===== src/rtl/pb_click_decode.sv =====
// pb_click_decode: classifies push-button activity into single click,
// double click and (optionally) long press pulses.
// Optional feature macro: PB_LONG_PRESS_EN -- when defined, holding the
// button for LONG_CNT cycles emits long_press and suppresses the click.
// All outputs are registered; pulses appear the cycle after the decision.
module pb_click_decode #(
  parameter logic [23:0] DBL_WIN  = 24'd2_500_000,
  parameter logic [23:0] LONG_CNT = 24'd10_000_000
) (
  input  logic clk,
  input  logic rst_n,
  input  logic PB_lvl,
  input  logic released,
  output logic single_click,
  output logic double_click,
  output logic long_press,
  output logic busy
);

  typedef enum logic [2:0] {
    IDLE,
    HELD1,
    GAP,
    HELD2,
    HOLD_DONE
  } state_e;

  state_e      state_q, state_d;
  logic [23:0] cnt_q, cnt_d;
  logic [23:0] cnt_inc;
  logic        single_click_q, single_click_d;
  logic        double_click_q, double_click_d;
  logic        long_press_q, long_press_d;
  logic        busy_q, busy_d;

`ifndef PB_LONG_PRESS_EN
  logic long_cnt_unused;
  assign long_cnt_unused = ^LONG_CNT;
`endif

  // State, counter and registered outputs; async active-low reset
  always_ff @(posedge clk or negedge rst_n) begin
    if (!rst_n) begin
      state_q        <= IDLE;
      cnt_q          <= '0;
      single_click_q <= 1'b0;
      double_click_q <= 1'b0;
      long_press_q   <= 1'b0;
      busy_q         <= 1'b0;
    end else begin
      state_q        <= state_d;
      cnt_q          <= cnt_d;
      single_click_q <= single_click_d;
      double_click_q <= double_click_d;
      long_press_q   <= long_press_d;
      busy_q         <= busy_d;
    end
  end

  // Next state and cycle counter; release wins over long timeout,
  // a new press wins over the gap timeout
  always_comb begin
    cnt_inc = (cnt_q == '1) ? cnt_q : cnt_q + 24'd1;
    state_d = state_q;
    cnt_d   = cnt_q;
    unique case (state_q)
      IDLE: begin
        cnt_d = '0;
        if (!PB_lvl) begin
          state_d = HELD1;
        end
      end
      HELD1: begin
        cnt_d = cnt_inc;
        if (released) begin
          state_d = GAP;
          cnt_d   = '0;
        end
`ifdef PB_LONG_PRESS_EN
        else if (cnt_q == LONG_CNT - 24'd1) begin
          state_d = HOLD_DONE;
          cnt_d   = '0;
        end
`endif
      end
      GAP: begin
        cnt_d = cnt_inc;
        if (!PB_lvl) begin
          state_d = HELD2;
          cnt_d   = '0;
        end else if (cnt_q == DBL_WIN - 24'd1) begin
          state_d = IDLE;
          cnt_d   = '0;
        end
      end
      HELD2: begin
        cnt_d = '0;
        if (released) begin
          state_d = IDLE;
        end
      end
      HOLD_DONE: begin
        cnt_d = '0;
        if (released) begin
          state_d = IDLE;
        end
      end
      default: begin
        state_d = IDLE;
        cnt_d   = '0;
      end
    endcase
  end

  // Output decode from the transition being taken this cycle
  always_comb begin
    single_click_d = (state_q == GAP)   && (state_d == IDLE);
    double_click_d = (state_q == HELD2) && (state_d == IDLE);
`ifdef PB_LONG_PRESS_EN
    long_press_d   = (state_q == HELD1) && (state_d == HOLD_DONE);
`else
    long_press_d   = 1'b0;
`endif
    busy_d         = (state_d != IDLE);
  end

  assign single_click = single_click_q;
  assign double_click = double_click_q;
  assign long_press   = long_press_q;
  assign busy         = busy_q;

endmodule


===== config.mk =====
export PLATFORM = sky130hd
export DESIGN_NAME = pb_click_decode
export DESIGN_NICKNAME = d
export VERILOG_FILES = /design/src/rtl/pb_click_decode.sv
export SDC_FILE = /design/constraint.sdc
export NUM_CORES = 1
export LEC_CHECK = 0
export ABC_AREA = 1
export BUFFER_PORTS_ARGS = -buffer_cell sky130_fd_sc_hd__buf_2
export CORE_MARGIN = 3
export CORE_UTILIZATION = 40
export DETAILED_ROUTE_END_ITERATION = 8
export SETUP_SLACK_MARGIN = 0.05
export SLEW_MARGIN = 40
export SYNTH_ARGS = -nofsm -noshare
export SYNTH_HDL_FRONTEND = slang
export SYNTH_SLANG_ARGS = --single-unit
export TNS_END_PERCENT = 5

===== constraint.sdc =====
create_clock -name clk -period 2.31 [get_ports clk]
set_clock_uncertainty 0.2 [all_clocks]
set_input_delay 0.1155 -clock clk [delete_from_list [all_inputs] [get_ports clk]]
set_output_delay 0.1155 -clock clk [all_outputs]
set_load 0.01 [all_outputs]

==> results of run 1 <==
per-stage QoR:
| stage | hold slack, ns | std cells |
|---|---|---|
| after global placement | -0.00627 | 356 |
| after detailed placement | -0.00511 | 356 |
| after global routing | 0.274 | 366 |
| final | 0.197 | 366 |
| after CTS | 0.228 | 366 |
| after floorplan | -0.380 | 288 |
metal layers:
layer	routed length [um]	vias up
li1	-	932
met1	2180	792
met2	2020	62
met3	286	11
met4	91	0
met5	0	-
logic make-up after synthesis:
| group | count (synthesis) |
|---|---|
| buffers and inverters | 40 |
| adders and majority gates | 1 |
| xor gates and xnor gates | 6 |
| AOI/OAI and AO/OA | 17 |
| and+or+nand+nor | 193 |
| other | 1 |
| DFF | 30 |
cells in the mapped netlist (2+ instances only):
cell type,number
sky130_fd_sc_hd__xnor2_1,3
sky130_fd_sc_hd__a31o_2,2
sky130_fd_sc_hd__nand2_2,4
sky130_fd_sc_hd__buf_4,2
sky130_fd_sc_hd__inv_1,33
sky130_fd_sc_hd__dfrtp_1,30
sky130_fd_sc_hd__nor3_1,2
sky130_fd_sc_hd__a21oi_1,9
sky130_fd_sc_hd__nand3_1,20
sky130_fd_sc_hd__nand2_1,78
sky130_fd_sc_hd__nand4_1,9
sky130_fd_sc_hd__nor2_2,6
sky130_fd_sc_hd__nor2_1,66
sky130_fd_sc_hd__xor2_1,3
power groups by stage:
stage	clock [mW]	sequential (mW)	combinational [mW]
4_1_cts	0.416	0.588	0.211
3_5_place_dp	0	0.596	0.207
5_1_grt	0.444	0.593	0.239
6_report	0.399	0.588	0.206
3_3_place_gp	0	0.595	0.212
2_1_floorplan	0	0.596	0.160
final timing paths:
| check | endpoint | slack [ns] |
|---|---|---|
| worst min-delay path | cnt_q[4]$_DFF_PN0_ | 0.20 |
| max in group asynchronous | cnt_q[20]$_DFF_PN0_ | 1.28 |
| worst max register to register | cnt_q[8]$_DFF_PN0_ | 0.35 |
| worst min register to register | state_q[2]$_DFF_PN0_ | 0.31 |
| min in group clk | state_q[2]$_DFF_PN0_ | 0.31 |
| worst max-delay path | cnt_q[8]$_DFF_PN0_ | 0.35 |
sequential cells by signal (all words and copies together) (netlist names):
signal / cells
single_click: 1
busy: 1
double_click: 1
cnt_q: 24
state_q: 3
layout make-up:
class / instances / area (sq um) / share of cell area, %
clock buffers: 7 / 76.3 / 3.56
inverters: 36 / 139 / 6.48
multi-input cells: 218 / 1030 / 48.0
flip-flops and latches: 30 / 751 / 35.0
well taps: 65 / 81.3 / 3.80
repair buffers: 10 / 67.6 / 3.15
repair_timing:
action                                  4_1_cts  5_1_grt
hold buffers                                  3        0
endpoints found under the hold margin        32        0
endpoints found under the setup margin        0        0
==> flow_metrics.tcl, run 1 <==
set metrics [dict create \
    max_slew.worst_pin.slew_ns 0.662 \
    ios 8 \
    most_used_flip_flop_cell_after_synthesis "sky130_fd_sc_hd__dfrtp_1" \
    status "finished clean" \
    p_switching_uw 356 \
    met3_usage_pct 4.09 \
    placed_wire_length_estimate_mm 3.55 \
    relSlewSlack_pct 55.9 \
    maximum_number_of_pins_on_one_net_before_global_route_repair 31 \
    worst_ep_arrival_time_ns 1.93 \
    power.share.sequential_pct 49.3 \
    crit-reg2reg-launch "cnt_q[0]$_DFF_PN0_" \
    worst_ir_drop_vdd_mv 0.341 \
    drtAntennaViolNets 0 \
    clkSlewWorstSetupHoldPaths_ns 0.07 \
    timing.critical_path.from "cnt_q[0]$_DFF_PN0_" \
    postLayoutCellArea_sq_um 2140 \
    cts_max_path_buffers 2 \
    cts-buffers-inserted 5 \
    io_buffers 6 \
    post_synth_xor_area_fraction_pct 2.70 \
    placed_cell_area_sq_um 2040 \
    timing.final.crit_share_pct 84.8 \
    crit_path_start_kind "flop" \
    routedWlPerCell_um 12.5 \
    p_sw_share_pct 29.8 \
    finalSetupViolations 0 \
    synth_fa_ha_area_share_pct 0.642 \
    timing.reg2reg.worst_path_depth 8 \
    required_ns 2.28 \
    cp_top_family "simple AND/OR/NAND/NOR gates" \
    static-leakage-power_nw 0.974 \
    postSynthCellCount 288 \
    grt_pass1_wl_mm 7.85 \
    fp-row-count 24 \
    endpoint_kind "flop" \
    timing.final.crit_period_ns 1.96 \
    gr-usage-met1_pct 25.1 \
    final_core_util_pct 47.2 \
    final_cell_mix "sky130_fd_sc_hd__nand2_1, sky130_fd_sc_hd__nor2_1, sky130_fd_sc_hd__inv_1, sky130_fd_sc_hd__dfrtp_1, sky130_fd_sc_hd__nand3_1" \
    postCtsSetupRepairBufs 0 \
    yosysWarningCount 0 \
    die_height_um 75.8 \
    place_worst_setup_slack_ns 0.339 \
    synth_simple_gate_area_share_pct 44.0 \
    drt_drc_violations_left 0 \
    path_depth 8 \
    worst-path-buf-inv 0 \
    synth_area_sq_um 1950 \
    antenna-diode-count 0 \
    number_of_antenna_violations_at_the_first_check_in_global_routing 0 \
    post-layout-total-power_mw 1.19 \
    yosysTopAreaCell "sky130_fd_sc_hd__dfrtp_1" \
    num_vias 1797 \
    muxShareOfSynthArea_pct 0 \
    finalWeightedCongestion 0.989 \
    groute.usage.overall_pct 18.4 \
    layout-area-overhead-vs-synth_pct 9.95 \
    post_synthesis_sequential_element_count 30 \
    critPathMaxStageDelay_ns 0.40 \
    internal_power_uw 837 \
    fillCellCount 445 \
    clockPowerShare_pct 33.4 \
    worst_hold_path_type "input port to async pin" \
    synth_top_family_by_area "simple AND/OR/NAND/NOR gates" \
    layout_commonest_cell "sky130_fd_sc_hd__nand2_1" \
    finalHoldViolCount 0 \
    worst_skew_pair.late_latency_ns 0.28 \
    ys_types 35 \
    floorplan.initialDensity_pct 43.0 \
    peak_usage_layer_in_the_global_routing_report "met2" \
    crit_slowest_cell "sky130_fd_sc_hd__dfrtp_1" \
    maxClockFrequency_ghz 0.510 \
    clock_sinks 30 \
    die_area_sq_um 5740 \
    seq_area_frac_synth_pct 38.5 \
    synth-async-reset-ratio_pct 100 \
    p_comb_share_pct 17.3 \
    synth-edff-count 0 \
    maxCapViolCount 0 \
    cts_tree "done" \
    top_cells_by_area_synth "sky130_fd_sc_hd__dfrtp_1, sky130_fd_sc_hd__nand2_1, sky130_fd_sc_hd__nor2_1" \
    global_route.overflow_total 0 \
    vias_in_the_first_global_route 1692 \
    core_sq_um 4530 \
    syn-num-nets 293 \
    drt_pass1_iterations 4 \
    viasPerCell 4.91 \
    timing.setup.critical_path_class "flop to flop" \
    report.final.slew_viol_count 0 \
    met2_usage_pct 27.9 \
    totalNegativeSetupSlack_ns 0 \
    crit_path_cell_trace "ha_1, nand3_1, nor2_1, nand3_1, nand2_1, nand2_2, nand2_1, nor2_1" \
    1st_iter_drt_viols 264 \
    worst_slack_ns 0.350 \
    clock_tree.root_cell "sky130_fd_sc_hd__clkbuf_8" \
    drt-total-wl_mm 4.58 \
    number_of_levels_in_the_clock_h_tree 2 \
    synth-compound-area-share_pct 5.20 \
    cp_max_fo 13 \
    final_layout_size_suffix_gt1_share_pct 10.6 \
    avgSynthCellArea_sq_um 6.76 \
    rsz0062_at_grt "no" \
    post_cts.resized_instances 0 \
    synth_top_area_share_pct 38.5 \
    die_width_um 75.8 \
    power_density_nw_per_um2 557 \
    final_nets 306 \
]
(Power assumes the default switching activity.)
==> run 2, diff against run 1 <==
==> constraint.sdc (replaced) <==
create_clock -name clk -period 1.7 [get_ports clk]
set_clock_uncertainty 0.2 [all_clocks]
set_input_delay 0.085 -clock clk [delete_from_list [all_inputs] [get_ports clk]]
set_output_delay 0.085 -clock clk [all_outputs]
set_load 0.01 [all_outputs]
==> run 2 against run 1 <==
Power grew 52%. Cell area is 22% higher. Via count increased by 7.9%. Die area stayed put. Critical path type unchanged. Combinational power increased by 98%. Highest routed layer unchanged. Largest cell class unchanged. First-iteration DRC count fell by 31%. Clock-buffer cell count stayed put.
==> flow_metrics.tcl, run 2 (synthesis results as in run 1) <==
set metrics [dict create \
    status "finished clean" \
    final_layout_size_suffix_gt1_share_pct 31.3 \
    report.final.slew_viol_count 0 \
    timing.setup.critical_path_class "flop to flop" \
    ios 8 \
    crit_path_cell_trace "ha_4, inv_2, nor2_4, nand2_4, nor2_4, nand2_2, xor2_1, nor2_2" \
    drt_pass1_iterations 4 \
    place_worst_setup_slack_ns -0.00828 \
    number_of_antenna_violations_at_the_first_check_in_global_routing 0 \
    routedWlPerCell_um 13.6 \
    largestRegisters "cnt_q (24), state_q (3)" \
    worst_ep_arrival_time_ns 1.64 \
    cp_max_fo 5 \
    worst_ir_drop_vdd_mv 0.464 \
    drtAntennaViolNets 0 \
    antenna-diode-count 0 \
    timing.final.crit_period_ns 1.66 \
    post-layout-total-power_mw 1.81 \
    global_route.overflow_total 0 \
    core_sq_um 4530 \
    clock_sinks 30 \
    final_nets 339 \
    top_register "cnt_q" \
    maximum_number_of_pins_on_one_net_before_global_route_repair 31 \
    totalNegativeSetupSlack_ns 0 \
    die_area_sq_um 5740 \
    die_height_um 75.8 \
    final_core_util_pct 57.6 \
    power_density_nw_per_um2 692 \
    cts-buffers-inserted 5 \
    whs_ns 0.177 \
    rsz0062_at_grt "yes" \
    placed_wire_length_estimate_mm 3.76 \
    layout-area-overhead-vs-synth_pct 34.1 \
    cts_tree "done" \
    clkSlewWorstSetupHoldPaths_ns 0.07 \
    maxCapViolCount 0 \
    timing.final.crit_share_pct 97.8 \
    layout_commonest_cell "sky130_fd_sc_hd__nand2_1" \
    grt_pass1_wl_mm 8.76 \
    worst_skew_pair.late_latency_ns 0.28 \
    floorplan.initialDensity_pct 43.0 \
    worst_hold_path_type "input port to async pin" \
    largest_reg_flops 24 \
    required_ns 1.68 \
    critPathMaxStageDelay_ns 0.40 \
    viasPerCell 4.85 \
    relSlewSlack_pct 54.2 \
    num_vias 1939 \
    clock_tree.root_cell "sky130_fd_sc_hd__clkbuf_8" \
    fp-row-count 24 \
    finalSetupViolations 0 \
    static-leakage-power_nw 1.19 \
    groute.usage.overall_pct 20.3 \
    max_slew.worst_pin.slew_ns 0.688 \
    die_width_um 75.8 \
    drt_drc_violations_left 0 \
    1st_iter_drt_viols 181 \
    crit_slowest_cell "sky130_fd_sc_hd__dfrtp_1" \
    drt-total-wl_mm 5.43 \
    io_buffers 6 \
    cts_max_path_buffers 2 \
    maxClockFrequency_ghz 0.601 \
    finalHoldViolCount 0 \
    endpoint_kind "flop" \
    finalWeightedCongestion 0.940 \
    number_of_levels_in_the_clock_h_tree 2 \
    final_cell_mix "sky130_fd_sc_hd__nand2_1, sky130_fd_sc_hd__nor2_1, sky130_fd_sc_hd__inv_1, sky130_fd_sc_hd__buf_4, sky130_fd_sc_hd__dfrtp_1" \
    worst_slack_ns 0.0374 \
    crit_path_start_kind "flop" \
    vias_in_the_first_global_route 1877 \
    critPathMostFrequentCell "sky130_fd_sc_hd__nor2_4" \
]
## run 2: cell count changes in the layout (fill, tap and decap cells not counted), sizes merged
cell,previous run,this run
buf,7,39
clkinv,1,2
nand2,83,84
## run 2: per-stage QoR
step                      cells  cell area [sq um]
after floorplan             288               1950
after global placement      379               2210
after detailed placement    379               2210
after CTS                   395               2440
after global routing        400               2610
final                       400               2610
## run 2: worst paths after layout
kind | from | end | slack, ns | cells after the start
max | cnt_q[1]$_DFF_PN0_ | cnt_q[0]$_DFF_PN0_ | 0.04 | 8
min | rst_n | cnt_q[3]$_DFF_PN0_ | 0.18 | 2
max reg2reg | cnt_q[1]$_DFF_PN0_ | cnt_q[0]$_DFF_PN0_ | 0.04 | 8
min reg2reg | state_q[1]$_DFF_PN0_ | state_q[2]$_DFF_PN0_ | 0.31 | 1
max in group asynchronous | rst_n | cnt_q[12]$_DFF_PN0_ | 0.64 | 2
min in group clk | state_q[1]$_DFF_PN0_ | state_q[2]$_DFF_PN0_ | 0.31 | 1
## run 2: area by class of cell
| class | count | area [sq um] |
|---|---|---|
| Timing Repair Buffer | 42 | 334 |
| Clock buffer | 7 | 86.3 |
| Fill cell | 401 | 1920 |
| Clock inverter | 1 | 5.00 |
| Inverter | 36 | 143 |
| Multi-Input combinational cell | 219 | 1200 |
| Sequential cell | 30 | 759 |
| Tap cell | 65 | 81.3 |
## run 2: power by group
group	leakage, nW	switching, mW	internal (mW)	total [mW]
clock network	0.0482	0.275	0.326	0.601
registers	0.398	0.0394	0.760	0.799
logic	0.741	0.248	0.161	0.408
## run 2: layer usage
layer | track usage [%] | part of all wire, %
met3 | 4.49 | 4.1
met2 | 31.1 | 46
met5 | 0 | 0
met1 | 28.3 | 48
met4 | 6.80 | 2.4
## run 2: what timing repair did
item,in CTS,in global routing
buffers inserted,4,4
pin swaps,6,12
hold buffers,3,0
gates cloned,1,1
endpoints found under the setup margin,25,27
resized for setup,17,43
hold endpoints to repair,32,0
## run 2: worst max-delay path: cells and delay by family (launching register included)
family | cells | cell delay, ns
xor+xnor | 1 | 0.19
fa+ha+maj | 1 | 0.18
flops | 1 | 0.40
buf+inv | 1 | 0.06
simple gates | 5 | 0.51
